$ cat config.mk
export PLATFORM = sky130hd
export DESIGN_NAME = rdi_state_ctrl
export DESIGN_NICKNAME = d
export VERILOG_FILES = /design/src/rtl/rdi_pkg.sv /design/src/rtl/rdi_state_ctrl.sv
export SDC_FILE = /design/constraint.sdc
export NUM_CORES = 1
export LEC_CHECK = 0
export ABC_AREA = 1
export ABC_CLOCK_PERIOD_IN_PS = 1750
export CAP_MARGIN = 20
export CORE_ASPECT_RATIO = 1.25
export CORE_UTILIZATION = 49
export DETAILED_ROUTE_END_ITERATION = 10
export GPL_ROUTABILITY_DRIVEN = 0
export PLACE_DENSITY = 0.75
export REMOVE_ABC_BUFFERS = 1
export SLEW_MARGIN = 20
export SYNTH_ARGS = -nofsm -noshare
export SYNTH_HDL_FRONTEND = slang
export SYNTH_SLANG_ARGS = --single-unit
$ cat constraint.sdc
create_clock -name i_clk -period 1.75 [get_ports i_clk]
set_input_delay 0.35 -clock i_clk [delete_from_list [all_inputs] [get_ports i_clk]]
set_output_delay 0.35 -clock i_clk [all_outputs]
set_load 0.05 [all_outputs]
$ cat src/rtl/rdi_pkg.sv
// Package for the RDI state controller.
// Holds the adapter request and PHY status encodings, the internal FSM
// state type, the default LinkError residency, and the mapping from
// FSM state to the status code published to the adapter.
package rdi_pkg;

    // Adapter request encodings on lp_state_req.
    typedef enum logic [3:0] {
        LP_NOP       = 4'b0000,
        LP_ACTIVE    = 4'b0001,
        LP_LINKRESET = 4'b1001,
        LP_DISABLED  = 4'b1100
    } lp_state_req_e;

    // Status encodings published on pl_state_sts.
    typedef enum logic [3:0] {
        STS_RESET     = 4'b0000,
        STS_ACTIVE    = 4'b0001,
        STS_LINKRESET = 4'b1001,
        STS_DISABLED  = 4'b1100,
        STS_LINKERROR = 4'b1010
    } pl_state_sts_e;

    // Internal controller states. COUNT reports the same status as RESET.
    typedef enum logic [2:0] {
        ST_RESET,
        ST_COUNT,
        ST_ACTIVE,
        ST_LINKRESET,
        ST_DISABLED,
        ST_LINKERROR
    } rdi_state_e;

    // Default minimum LinkError residency after the error deasserts.
    localparam int unsigned LINKERR_MIN_CYC_DEF = 16;

    function automatic pl_state_sts_e sts_of(input rdi_state_e st);
        pl_state_sts_e s;
        s = STS_RESET;
        case (st)
            ST_RESET:     s = STS_RESET;
            ST_COUNT:     s = STS_RESET;
            ST_ACTIVE:    s = STS_ACTIVE;
            ST_LINKRESET: s = STS_LINKRESET;
            ST_DISABLED:  s = STS_DISABLED;
            ST_LINKERROR: s = STS_LINKERROR;
            default:      s = STS_RESET;
        endcase
        return s;
    endfunction

endpackage

$ cat src/rtl/rdi_state_ctrl.sv
// RDI-side state controller, upstream of reset_counter.
// Tracks the adapter's state/wake requests, enables reset_counter while
// bringing the link up, and publishes the RDI status back to the adapter.
// Ports:
//   i_clk               divided sideband clock (shared with reset_counter)
//   i_rst               asynchronous, active-high reset
//   i_lp_state_req[3:0] adapter state request
//   i_lp_wake_req       adapter wake request (level)
//   i_lp_linkerror      adapter LinkError indication (level)
//   i_phy_linkup        PHY link up (level)
//   i_reset_count_done  reset_counter done (valid while o_count_en=1)
//   o_count_en          enable to reset_counter, high only in COUNT
//   o_pl_wake_ack       registered wake acknowledge (0 in LINKERROR)
//   o_pl_inband_pres    registered i_phy_linkup
//   o_pl_state_sts[3:0] registered status code of the FSM state
module rdi_state_ctrl
    import rdi_pkg::*;
#(
    parameter int unsigned LINKERR_MIN_CYC = LINKERR_MIN_CYC_DEF
) (
    input  logic       i_clk,
    input  logic       i_rst,
    input  logic [3:0] i_lp_state_req,
    input  logic       i_lp_wake_req,
    input  logic       i_lp_linkerror,
    input  logic       i_phy_linkup,
    input  logic       i_reset_count_done,
    output logic       o_count_en,
    output logic       o_pl_wake_ack,
    output logic       o_pl_inband_pres,
    output logic [3:0] o_pl_state_sts
);

    localparam int unsigned CNT_W = $clog2(LINKERR_MIN_CYC + 1);
    localparam logic [CNT_W-1:0] CNT_MAX = CNT_W'(LINKERR_MIN_CYC);

    rdi_state_e     state_q;
    rdi_state_e     state_d;
    logic [CNT_W-1:0] res_cnt_q;
    pl_state_sts_e  sts_q;
    logic           count_en_q;
    logic           wake_ack_q;
    logic           inband_pres_q;

    logic req_active;
    logic req_linkreset;
    logic req_disabled;

    assign req_active    = (i_lp_state_req == LP_ACTIVE);
    assign req_linkreset = (i_lp_state_req == LP_LINKRESET);
    assign req_disabled  = (i_lp_state_req == LP_DISABLED);

    // Next-state logic; linkerror is checked first in every state so it
    // wins over any other transition on the same edge.
    always_comb begin
        state_d = state_q;
        case (state_q)
            ST_RESET: begin
                if (i_lp_linkerror)
                    state_d = ST_LINKERROR;
                else if (inband_pres_q && wake_ack_q && req_active)
                    state_d = ST_COUNT;
            end
            ST_COUNT: begin
                // Abort has priority over done.
                if (i_lp_linkerror)
                    state_d = ST_LINKERROR;
                else if (!i_phy_linkup || !i_lp_wake_req || !req_active)
                    state_d = ST_RESET;
                else if (i_reset_count_done)
                    state_d = ST_ACTIVE;
            end
            ST_ACTIVE: begin
                if (i_lp_linkerror || !i_phy_linkup)
                    state_d = ST_LINKERROR;
                else if (req_linkreset)
                    state_d = ST_LINKRESET;
                else if (req_disabled)
                    state_d = ST_DISABLED;
            end
            ST_LINKRESET: begin
                if (i_lp_linkerror)
                    state_d = ST_LINKERROR;
                else if (req_active)
                    state_d = ST_RESET;
                else if (req_disabled)
                    state_d = ST_DISABLED;
            end
            ST_DISABLED: begin
                if (i_lp_linkerror)
                    state_d = ST_LINKERROR;
                else if (req_active)
                    state_d = ST_RESET;
            end
            ST_LINKERROR: begin
                if (!i_lp_linkerror && (res_cnt_q == CNT_MAX))
                    state_d = ST_RESET;
            end
            default: state_d = ST_RESET;
        endcase
    end

    always_ff @(posedge i_clk or posedge i_rst) begin
        if (i_rst)
            state_q <= ST_RESET;
        else
            state_q <= state_d;
    end

    // Residency counter: zero outside LINKERROR, on the entry edge and while
    // the error is held; otherwise counts up and saturates.
    always_ff @(posedge i_clk or posedge i_rst) begin
        if (i_rst)
            res_cnt_q <= '0;
        else if ((state_q != ST_LINKERROR) || (state_d != ST_LINKERROR) || i_lp_linkerror)
            res_cnt_q <= '0;
        else if (res_cnt_q != CNT_MAX)
            res_cnt_q <= res_cnt_q + CNT_W'(1);
    end

    // Outputs are registered from the next state so they change on the same
    // edge as the state itself (count_en drops on the edge leaving COUNT).
    always_ff @(posedge i_clk or posedge i_rst) begin
        if (i_rst) begin
            sts_q         <= STS_RESET;
            count_en_q    <= 1'b0;
            wake_ack_q    <= 1'b0;
            inband_pres_q <= 1'b0;
        end else begin
            sts_q         <= sts_of(state_d);
            count_en_q    <= (state_d == ST_COUNT);
            wake_ack_q    <= (state_d == ST_LINKERROR) ? 1'b0 : i_lp_wake_req;
            inband_pres_q <= i_phy_linkup;
        end
    end

    assign o_pl_state_sts   = sts_q;
    assign o_count_en       = count_en_q;
    assign o_pl_wake_ack    = wake_ack_q;
    assign o_pl_inband_pres = inband_pres_q;

endmodule

# Word level (Yosys, flattened, before mapping)
# Index checks and enable logic that the tools add are counted.
dict set report word_totals {
  regBits 15
  inputBits 10
  out_inout_bits 7
  elab_cells 56
}
dict set report classes {
  add_sub_neg 1
  n_eq_ne 17
  muxes 18
  n_reduce_logical 14
}
# operator n
set ops {}
lappend ops {{two-way mux 3 bit} 13}
lappend ops {{one-hot mux 3 bit (6 select lines)} 1}
lappend ops {{one-hot mux 4 bit (4 select lines)} 1}
lappend ops {{== test 3 x 2 -> 1 bit (second input constant)} 4}
lappend ops {{== test 3 bit (second input constant)} 4}
lappend ops {{two-way mux 5 bit} 2}
lappend ops {{== test 4 bit (second input constant)} 2}
lappend ops {{== test 3 x 1 -> 1 bit (second input constant)} 2}
lappend ops {{!= test 3 bit (second input constant)} 2}
lappend ops {{adder 5 x 1 -> 5 bit (second input constant)} 1}
lappend ops {{== test 5 bit (second input constant)} 1}
lappend ops {{logical OR 1 bit} 5}
lappend ops {{!= test 5 bit (second input constant)} 1}
lappend ops {{== test 4 x 1 -> 1 bit (second input constant)} 1}
lappend ops {{zero test 1 bit} 4}
lappend ops {{logical AND 1 bit} 3}
lappend ops {{zero test 3 bit} 1}
lappend ops {{nonzero test 2 bit} 1}
lappend ops {{two-way mux 1 bit} 1}

# Depth between registers and ports, before layout
# Gate-level depths: netlist of the first run.
dict set report depth {
  ltp_word 10
  mapped_depth 12
  depth_no_buf 12
}

# Worst setup path after synthesis of the first run
# OpenSTA, ideal clock, no wires.
dict set report synth_path {
  path_type {reg2reg}
  start {register inband_pres_q, in the netlist o_pl_inband_pres}
  end {register wake_ack_q, in the netlist o_pl_wake_ack}
  setup_time_ns 0.113
  arrival_time_ns 1.204
  setup_slack_ns 0.434
  stages_incl_launch_ff 10
  period_less_slack_ns 1.316
  cell_sequence {dfrtp_1 > nand3_1 > nor2_1 > nand2_1 > nand2_1 > nor2_2 > nand4_4 > nand3_2 > nand2_1 > inv_1}
}
dict set report synth_via {
  elab_chain_len 7
}
# item line
set synth_lines {}
lappend synth_lines {{from (decl)} rdi_state_ctrl.sv:43} ;# logic inband_pres_q;
lappend synth_lines {{from (signal assigned)} rdi_state_ctrl.sv:133} ;# inband_pres_q <= i_phy_linkup;
lappend synth_lines {{logical AND 1 bit (2 in a row)} rdi_state_ctrl.sv:61} ;# else if (inband_pres_q && wake_ack_q && req_active)
lappend synth_lines {{two-way mux 3 bit} rdi_state_ctrl.sv:61}
lappend synth_lines {{two-way mux 3 bit} rdi_state_ctrl.sv:59} ;# if (i_lp_linkerror)
lappend synth_lines {{one-hot mux 3 bit (6 select lines)} rdi_state_ctrl.sv:57} ;# case (state_q)
lappend synth_lines {{via state_d[0]} rdi_state_ctrl.sv:38} ;# rdi_state_e state_d;
lappend synth_lines {{== test 3 bit} rdi_state_ctrl.sv:132} ;# wake_ack_q <= (state_d == ST_LINKERROR) ? 1'b0 : i_lp_wake_req;
lappend synth_lines {{two-way mux 1 bit} rdi_state_ctrl.sv:132}
lappend synth_lines {{to (signal assigned)} rdi_state_ctrl.sv:132}
lappend synth_lines {{to (decl)} rdi_state_ctrl.sv:42} ;# logic wake_ack_q;
# The timed path passes the listed nets, and every way through them passes these cells.
# A chain may end at the register's enable or synchronous reset.

# Worst setup path in the final report of the first run
dict set report layout_path {
  start {register res_cnt_q[0]}
  end {register wake_ack_q, in the netlist o_pl_wake_ack}
}
dict set report layout_via {
  elab_chain_len 6
}
# item line
set layout_lines {}
lappend layout_lines {{from (decl)} rdi_state_ctrl.sv:39} ;# logic [CNT_W-1:0] res_cnt_q;
lappend layout_lines {{from (signal assigned)} rdi_state_ctrl.sv:118} ;# res_cnt_q <= res_cnt_q + CNT_W'(1);
lappend layout_lines {{== test 5 bit} rdi_state_ctrl.sv:96} ;# if (!i_lp_linkerror && (res_cnt_q == CNT_MAX))
lappend layout_lines {{logical AND 1 bit} rdi_state_ctrl.sv:96}
lappend layout_lines {{two-way mux 3 bit} rdi_state_ctrl.sv:96}
lappend layout_lines {{one-hot mux 3 bit (6 select lines)} rdi_state_ctrl.sv:57}
lappend layout_lines {{via state_d[0]} rdi_state_ctrl.sv:38}
lappend layout_lines {{== test 3 bit} rdi_state_ctrl.sv:132}
lappend layout_lines {{two-way mux 1 bit} rdi_state_ctrl.sv:132}
# The timed path passes the listed nets, and every way through them passes these cells.

==> results of run 1 <==
==> kinds of logic (layout without fill, tap and decap cells) <==
logic type	count (synthesis)	in the layout
xor gates and xnor gates	3	3
AOI/OAI and AO/OA	3	3
DFF	15	15
buffers and inverters	24	47
and+or+nand+nor	70	70
adders and majority gates	2	2
==> registers in the layout, summed over array words and instances (netlist names) <==
signal / cells
res_cnt_q: 5
o_pl_inband_pres: 1
o_count_en: 1
o_pl_wake_ack: 1
o_pl_state_sts: 4
state_q: 3
==> synth_stat cells <==
library cell / count
a21oi_1: 1
a21oi_2: 1
dfrtp_1: 15
ha_1: 2
inv_1: 22
inv_2: 2
nand2_1: 33
nand2_2: 1
nand3_1: 7
nand3_2: 2
nand3b_1: 2
nand4_1: 1
nand4_4: 1
nor2_1: 19
nor2_2: 3
nor3_1: 1
o21ai_0: 1
xnor2_1: 1
xor2_1: 2
==> per-stage QoR <==
stage / power, W / hold slack [ns] / cells / util (%) / area (µm²)
3_3_place_gp: 0.00116 / 0.484 / 154 / 65.3 / 1050
5_1_grt: 0.00146 / 0.480 / 158 / 67.0 / 1070
6_report: 0.00136 / 0.407 / 158 / 67.0 / 1070
4_1_cts: 0.00137 / 0.426 / 158 / 67.0 / 1070
2_1_floorplan: 0.000982 / 0.251 / 117 / - / 858
3_5_place_dp: 0.00117 / 0.489 / 154 / 65.3 / 1050
==> worst min path at each step <==
stage / from / end / slack, ns
3_5_place_dp: res_cnt_q[0]$_DFFE_PP0P_ / res_cnt_q[0]$_DFFE_PP0P_ / 0.49
5_1_grt: i_rst / state_q[0]$_DFF_PP0_ / 0.48
2_1_floorplan: i_rst / o_count_en$_DFF_PP0_ / 0.25
6_report: i_rst / o_count_en$_DFF_PP0_ / 0.41
3_3_place_gp: res_cnt_q[0]$_DFFE_PP0P_ / res_cnt_q[0]$_DFFE_PP0P_ / 0.48
4_1_cts: i_rst / o_pl_state_sts[0]$_DFF_PP0_ / 0.43
==> area by class of cell <==
cell class / instances / area [µm²]
multi-input combinational: 78 / 393
clock inverter: 1 / 5.00
tap: 18 / 22.5
timing repair buffer: 19 / 165
fill: 149 / 528
clock buffer: 3 / 22.5
sequential: 15 / 375
inverter: 24 / 90.1
==> per-layer routing <==
metal	vias to the layer above	track usage, %	wire [µm]	part of all wire [%]
met5	-	0	0	0
met4	0	5.17	22	1.3
met3	4	4.11	51	3.1
met2	20	38.8	914	55
met1	351	22.5	674	41
li1	397	-	-	-
==> cells in the final DEF, fill, tap and decap left out <==
cell type	n
nand2_1	33
inv_1	22
nor2_1	19
dfrtp_1	15
buf_4	10
clkdlybuf4s50_1	9
nand3_1	7
nor2_2	3
clkbuf_4	3
nand3b_1	2
inv_2	2
nand3_2	2
xor2_1	2
ha_1	2
nor3_1	1
nand2_2	1
a21oi_1	1
nand4_4	1
a21oi_2	1
o21ai_0	1
nand4_1	1
xnor2_1	1
clkinv_2	1
==> power breakdown <==
group	total (W)	switching (W)	internal, W
registers	0.000489	0.0000578	0.000431
logic	0.000674	0.000454	0.000220
clock network	0.000201	0.000116	0.0000850
==> out/results.tsv, run 1 <==
metric	value	unit
status	complete, no violations	
mux cell area share after synthesis	0	%
post-layout min period	1.45	ns
final setup fails	0	
initial antenna violation count	0	
Max FO, Critical Path	5	
top cell type's share of synthesized area	43.7	%
Adder-Cell Fraction of Synth Area	2.92	%
Area growth syn-to-layout	25.1	%
TritonCTS clock tree	done	
initial core utilization	53.6	%
worst path arrival time	1.65	ns
Resized Gates After CTS	0	
simple-gate share of the synthesized area	37.6	%
share of layout cells above drive strength 1	17.1	%
Setup crit end	o_pl_wake_ack$_DFF_PP0_	
die footprint	1920	µm²
period utilisation layout	83.1	%
Leak	0.595	nW
DIE HEIGHT	48.8	µm
Wirelength per Cell	10.5	µm
first-pass GRT wire length	2880	µm
Slew Limit Fails	0	
R2R depth	12	
Post-DRT Antenna Nets	0	
vias in the first global route	764	
Worst slew margin	62.5	%
postcts setup bufs	0	
compound-cell area share of the yosys netlist	2.19	%
Iter 0 DRT Violations	14	
Row Count	16	
class of the worst hold path	in -> async	
die extent in x	39.4	µm
dpl ws	-0.00533	ns
IO buf count	16	
routed vias	772	
Routed Wire Length	1660	µm
crit path buf inv count	3	
CP Launch Type	register	
synth top area cells	dfrtp_1 44%, nand2_1 14%, inv_1 9.6%	
Largest stage delay, worst path	0.40	ns
Overflow after GRT	0	
Final WS setup	0.296	ns
worst ir drop on vdd	1120	µV
Tightest Pin Transition	0.561	ns
Skew-Pair Late Insertion Delay	0.29	ns
core area	1600	µm²
yosys warns	0	
syn avg cell area	7.34	µm²
Worst Setup SP	res_cnt_q[0]$_DFFE_PP0P_	
clock buffer depth	2	
post-DR vias/cell	4.89	
largest net degree at the start of global routing	16	
Fin. Hold Viols	0	
CP dominant cell by count	nand2_1	
Final nets	153	
Synth Cell Area	858	µm²
reg2reg setup slack	0.30	ns
drc violations	0	
worst path cell trace	inv_1 -> ha_1 -> nand2_1 -> inv_1 -> nand2_1 -> nand2_1 -> nand2_1 -> nand2_1 -> nand4_4 -> nand3_2 -> nand2_1 -> inv_1	
Worst R2R End	o_pl_wake_ack$_DFF_PP0_	
Inserted Diodes	0	
MaxCap Viol Count	0	
CTS H-tree depth	1	
leading area contributor after synthesis	dfrtp_1	
slowest CP cell	dfrtp_1	
Cells after Synth	117	
number of synthesized register bits	15	
xor/xnor cell area share of the yosys netlist	3.06	%
clock transition at the registers of the reported paths	0.09	ns
Cell variety after synth	19	
I/O pin cnt	17	
RSZ-0062 raised after global routing	no	
Setup CP Type	reg -> reg	
RR Startpoint	res_cnt_q[0]$_DFFE_PP0P_	
combinational family with the most area after synthesis	simple AND/OR/NAND/NOR gates	
CP endpoint kind	register	
Num CTS Buffers	3	
sequential share of the synthesized area	43.7	%
CP required	1.94	ns
# clock sinks	15	
clk_skew	0.00120	ns
Fmax	688	MHz
clk root buf	clkbuf_4	
Post-DP HPWL	1370	µm
critical path depth	12	
DRT Pass-1 Iters	4	
all-layer global routing usage	21.0	%
sum of negative setup slack	0	ns
CP top delay family	simple AND/OR/NAND/NOR gates	
CTS Hold Buffers Added	0	
Cell Pwr Density	1270	nW/µm²
(Power assumes the default switching activity.)
==> run 2, diff against run 1 <==
--- a/config.mk
+++ b/config.mk
@@ -6,13 +6,13 @@
 export NUM_CORES = 1
 export LEC_CHECK = 0
 export ABC_AREA = 1
-export ABC_CLOCK_PERIOD_IN_PS = 1750
+export ABC_CLOCK_PERIOD_IN_PS = 1200
 export CAP_MARGIN = 20
 export CORE_ASPECT_RATIO = 1.25
-export CORE_UTILIZATION = 49
+export CORE_UTILIZATION = 44
 export DETAILED_ROUTE_END_ITERATION = 10
 export GPL_ROUTABILITY_DRIVEN = 0
-export PLACE_DENSITY = 0.75
+export PLACE_DENSITY = 0.71
 export REMOVE_ABC_BUFFERS = 1
 export SLEW_MARGIN = 20
 export SYNTH_ARGS = -nofsm -noshare
==> constraint.sdc (replaced) <==
create_clock -name i_clk -period 1.2 [get_ports i_clk]
set_input_delay 0.24 -clock i_clk [delete_from_list [all_inputs] [get_ports i_clk]]
set_output_delay 0.24 -clock i_clk [all_outputs]
set_load 0.05 [all_outputs]
==> run 2 against run 1 <==
  * The flow now finishes with violations (setup timing)
  * Design area grew 27%
  * Sequential power grew 54%
  * Wire length grew 27%
  * Register-to-register slack lost 0.51 ns
  * Total power grew 88%
  * Critical path type unchanged
==> out/results.tsv, run 2 (same netlist as run 1, synthesis figures left out) <==
metric	value	unit
status	finished with violations	
failing checks	setup timing	
Power Total	0.00257	W
Max FO, Critical Path	5	
max reg flops	5	
Final WS setup	-0.211	ns
Area growth syn-to-layout	58.7	%
leading cell type in the layout, fill and taps excluded	nand2_1	
Post-DRT Antenna Nets	0	
first-pass GRT wire length	3670	µm
Tightest Pin Transition	0.368	ns
DIE HEIGHT	51.4	µm
CTS Hold Buffers Added	0	
DRT Pass-1 Iters	4	
Leak	0.711	nW
I/O pin cnt	17	
Post-DP HPWL	1580	µm
core area	1810	µm²
CP required	1.39	ns
worst path cell trace	buf_4 -> a21oi_1 -> nand2_2 -> nand4_4 -> nand3_2 -> nand2_1 -> inv_1	
Multi-input gate area	480	µm²
share of layout cells above drive strength 1	41.2	%
TritonCTS clock tree	done	
slowest CP cell	dfrtp_1	
Routed Wire Length	2110	µm
Skew-Pair Late Insertion Delay	0.28	ns
routed vias	848	
Slew Limit Fails	0	
RSZ-0062 raised after global routing	yes	
worst ir drop on vdd	1350	µV
largest net degree at the start of global routing	16	
post-layout min period	1.41	ns
Row Count	17	
initial core utilization	47.5	%
drc violations	0	
FF+latch area	378	µm²
Overflow after GRT	0	
post-DR vias/cell	4.93	
CTS H-tree depth	1	
Setup CP Type	reg -> reg	
Largest stage delay, worst path	0.42	ns
all-layer global routing usage	22.8	%
worst path arrival time	1.60	ns
vias in the first global route	863	
Wirelength per Cell	12.3	µm
MaxCap Viol Count	0	
initial antenna violation count	0	
most frequent cells in the layout	25 x nand2_1, 15 x inv_1, 13 x nor2_1, 13 x dfrtp_1, 12 x buf_4	
die extent in x	41.5	µm
die footprint	2130	µm²
Final nets	166	
Iter 0 DRT Violations	10	
CP endpoint kind	register	
class of the worst hold path	in -> async	
Cell Pwr Density	1890	nW/µm²
final core occ	75.4	%
Top reg by flops	res_cnt_q	
clk_skew	0.00186	ns
Worst slew margin	75.5	%
final setup fails	15	
clk root buf	clkbuf_4	
CP Launch Type	register	
# clock sinks	15	
Num CTS Buffers	3	
clock buffer depth	2	
Inserted Diodes	0	
Fmax	709	MHz
clock transition at the registers of the reported paths	0.09	ns
Filler cells	136	
period utilisation layout	118	%
IO buf count	16	
Fin. Hold Viols	0	
## run 2: cell count changes in the layout (fill, tap and decap cells not counted), sizes merged
| cell | change |
|---|---|
| buf | +13 |
| dlygate4sd2 | +2 |
| clkdlybuf4s50 | -2 |
## run 2: area by class of cell
type,count,share of cell area [%]
Inverter,24,6.61
Timing Repair Buffer,32,26.6
Clock buffer,3,1.65
Sequential cell,15,27.7
Multi-Input combinational cell,78,35.3
Clock inverter,1,0.367
Tap cell,19,1.74
## run 2: where the power goes
part / internal [W] / total, W / switching, W
Sequential: 0.000634 / 0.000753 / 0.000120
Clock: 0.000124 / 0.000291 / 0.000167
Combinational: 0.000689 / 0.00153 / 0.000838
Total: 0.00145 / 0.00257 / 0.00112
## run 2: timing repair
item / in CTS / in global routing
gates resized for setup: 26 / 14
pin swaps: 10 / 5
setup buffers: 2 / 1
endpoints found under the setup margin: 10 / 16
## run 2: routing by layer
metal / track usage (%) / wire length (µm) / up-vias
li1: - / - / 424
met5: 0 / 0 / -
met3: 3.53 / 47 / 6
met2: 42.2 / 1200 / 14
met1: 24.7 / 808 / 404
met4: 11.8 / 57 / 0
## run 2: worst max-delay path, delay by kind of cell, from the launching register on
family / cells / cell delay, ns
flops: 1 / 0.42
compound gates: 1 / 0.33
buf+inv: 2 / 0.18
simple gates: 4 / 0.38
## run 2: per-stage QoR
stage / instances / hold WS, ns / worst slack, ns / instance area (µm²) / setup TNS (ns)
after CTS: 171 / 0.244 / -0.247 / 1310 / -1.45
after floorplan: 117 / 0.141 / -0.116 / 858 / -0.413
final: 172 / 0.240 / -0.211 / 1360 / -1.23
after global placement: 165 / 0.521 / -0.430 / 1210 / -3.92
after global routing: 172 / 0.264 / -0.309 / 1360 / -2.52
after detailed placement: 165 / 0.532 / -0.463 / 1210 / -4.53
## run 2: final timing paths
kind	depth (start not counted)	to	startpoint	slack, ns
worst min register to register	2	res_cnt_q[0]$_DFFE_PP0P_	res_cnt_q[0]$_DFFE_PP0P_	0.54
worst min-delay path	3	o_pl_state_sts[2]$_DFF_PP0_	i_rst	0.24
max in group asynchronous	3	state_q[0]$_DFF_PP0_	i_rst	0.78
worst max register to register	7	o_pl_wake_ack$_DFF_PP0_	state_q[2]$_DFF_PP0_	-0.21
worst max-delay path	7	o_pl_wake_ack$_DFF_PP0_	state_q[2]$_DFF_PP0_	-0.21
min in group i_clk	1	o_pl_inband_pres$_DFF_PP0_	i_phy_linkup	0.29
==> run 3, diff against run 2 <==
--- a/config.mk
+++ b/config.mk
@@ -6,8 +6,8 @@
 export NUM_CORES = 1
 export LEC_CHECK = 0
 export ABC_AREA = 1
-export ABC_CLOCK_PERIOD_IN_PS = 1200
-export CAP_MARGIN = 20
+export ABC_CLOCK_PERIOD_IN_PS = 1170
+export CAP_MARGIN = 10
 export CORE_ASPECT_RATIO = 1.25
 export CORE_UTILIZATION = 44
 export DETAILED_ROUTE_END_ITERATION = 10
==> constraint.sdc (replaced) <==
create_clock -name i_clk -period 1.17 [get_ports i_clk]
set_input_delay 0.234 -clock i_clk [delete_from_list [all_inputs] [get_ports i_clk]]
set_output_delay 0.234 -clock i_clk [all_outputs]
set_load 0.05 [all_outputs]
==> run 3 against run 2 <==
  * The flow still finishes with violations (setup timing)
  * Setup slack lost 0.086 ns
  * Cell count up 2.3%
  * Combinational power is essentially flat
  * Critical path type unchanged
  * Largest cell class unchanged
  * Largest power group unchanged
  * Highest routed layer unchanged
==> out/results.tsv, run 3 (same netlist as run 1, synthesis figures left out) <==
metric	value	unit
Routed Wire Length	2130	µm
IO buf count	16	
class of the worst hold path	in -> async	
Setup crit end	o_pl_wake_ack$_DFF_PP0_	
Area growth syn-to-layout	60.1	%
GR Util met2	35.7	%
I/O pin cnt	17	
RR Startpoint	state_q[2]$_DFF_PP0_	
DIE HEIGHT	51.4	µm
Final nets	170	
Setup CP Type	reg -> reg	
core area	1810	µm²
clock buffer depth	2	
slowest CP cell	dfrtp_1	
Tightest Pin Transition	0.285	ns
R2R depth	9	
period utilisation layout	125	%
Post-DP HPWL	1500	µm
die extent in x	41.5	µm
reg2reg setup slack	-0.30	ns
switching share of total power	43.3	%
TritonCTS clock tree	done	
Switching Power	0.00115	W
Iter 0 DRT Violations	15	
leading cell type in the layout, fill and taps excluded	nand2_1	
CTS H-tree depth	1	
Most Crowded Layer GR	met2	
clk root buf	clkbuf_4	
Worst slew margin	81.0	%
routed vias	886	
failing checks	setup timing	
power share of the sequential group	29.4	%
Post-DP Area	1220	µm²
worst path arrival time	1.71	ns
Post-DRT Antenna Nets	0	
# clock sinks	15	
Skew-Pair Late Insertion Delay	0.29	ns
status	finished with violations	
Num CTS Buffers	3	
die footprint	2130	µm²
Inserted Diodes	0	
initial core utilization	47.5	%
clk_skew	0.00392	ns
RSZ-0062 raised after global routing	yes	
CP endpoint kind	register	
DRT Pass-1 Iters	4	
worst ir drop on vdd	1850	µV
internal power	0.00150	W
drc violations	0	
Overflow after GRT	0	
Worst R2R End	o_pl_wake_ack$_DFF_PP0_	
Clk pwr share	11.6	%
combinational cell fraction of total power	59.0	%
initial antenna violation count	0	
Design Area, Final	1370	µm²
Max FO, Critical Path	4	
Fmax	682	MHz
largest net degree at the start of global routing	16	
Row Count	17	
Multi-input gate area	455	µm²
Fin. Hold Viols	0	
worst path cell trace	inv_2 -> buf_6 -> buf_4 -> nand2_1 -> o21ai_0 -> nand3_2 -> nand3_2 -> nand2_1 -> inv_1	
vias in the first global route	805	
Largest stage delay, worst path	0.42	ns
Worst Setup SP	state_q[2]$_DFF_PP0_	
Leak	0.739	nW
CP Launch Type	register	
GRT met1 Usage	22.8	%
max reg flops	5	
FF+latch area	377	µm²
most frequent cells in the layout	26 x nand2_1, 18 x inv_1, 15 x nor2_1, 14 x dfrtp_1, 14 x buf_4	
final setup fails	16	
share of layout cells above drive strength 1	37.6	%
post-layout min period	1.47	ns
Cell Pwr Density	1930	nW/µm²
CP required	1.41	ns
all-layer global routing usage	20.4	%
MaxCap Viol Count	0	
CTS Hold Buffers Added	0	
sum of negative setup slack	-2.63	ns
Final WS setup	-0.296	ns
clock transition at the registers of the reported paths	0.10	ns
first-pass GRT wire length	3300	µm
post-DR vias/cell	5.03	
Wirelength per Cell	12.1	µm
Slew Limit Fails	0	
M3 GR Usage	4.24	%
Filler cells	135	
Top reg by flops	res_cnt_q	
Hold WS	0.228	ns
[run 3: layout make-up]
| class | instances | share of cell area [%] |
|---|---|---|
| multi-input cells | 78 | 33.2 |
| repair buffers | 36 | 29.1 |
| flip-flops and latches | 15 | 27.4 |
| inverters | 24 | 6.56 |
| well taps | 19 | 1.73 |
| clock buffers | 3 | 1.64 |
| clock inverters | 1 | 0.364 |
[run 3: worst min path at each step]
stage,start,endpoint,depth (start not counted)
2_1_floorplan,i_rst,o_count_en$_DFF_PP0_,1
3_3_place_gp,res_cnt_q[0]$_DFFE_PP0P_,res_cnt_q[0]$_DFFE_PP0P_,2
3_5_place_dp,res_cnt_q[0]$_DFFE_PP0P_,res_cnt_q[0]$_DFFE_PP0P_,2
4_1_cts,i_rst,res_cnt_q[3]$_DFFE_PP0P_,3
5_1_grt,i_rst,o_pl_state_sts[1]$_DFF_PP0_,3
6_report,i_rst,o_pl_inband_pres$_DFF_PP0_,3
[run 3: critical path, delay by kind of cell, from the launching register on]
kind	cells	cell delay, ns
and+or+nand+nor	4	0.39
AOI/OAI and AO/OA	1	0.23
buffers and inverters	4	0.37
DFF	1	0.42
[run 3: what timing repair did]
item / in CTS / in global routing
pin swaps: 7 / 13
resized for setup: 14 / 17
buffers inserted: 2 / 4
endpoints found under the setup margin: 16 / 16
[run 3: through the flow]
step           std cells  util, %  power, W  worst slack (ns)
2_1_floorplan        117        -   0.00147            -0.146
3_3_place_gp         166     67.3   0.00205            -0.454
3_5_place_dp         166     67.3   0.00209            -0.497
4_1_cts              172     71.5   0.00246            -0.238
5_1_grt              176     76.0   0.00281            -0.441
6_report             176     76.0   0.00265            -0.296
[run 3: layer usage]
layer,up-vias,routed length (µm)
met4,0,57
li1,430,-
met3,7,70
met5,-,0
met1,419,818
met2,30,1190
[run 3: power groups by stage]
stage / Sequential [W] / Clock (W) / Combinational (W)
after floorplan: 0.000994 / 0 / 0.000476
after global placement: 0.000766 / 0 / 0.00129
after detailed placement: 0.000777 / 0 / 0.00131
after CTS: 0.000768 / 0.000309 / 0.00138
after global routing: 0.000795 / 0.000342 / 0.00167
final: 0.000781 / 0.000308 / 0.00156
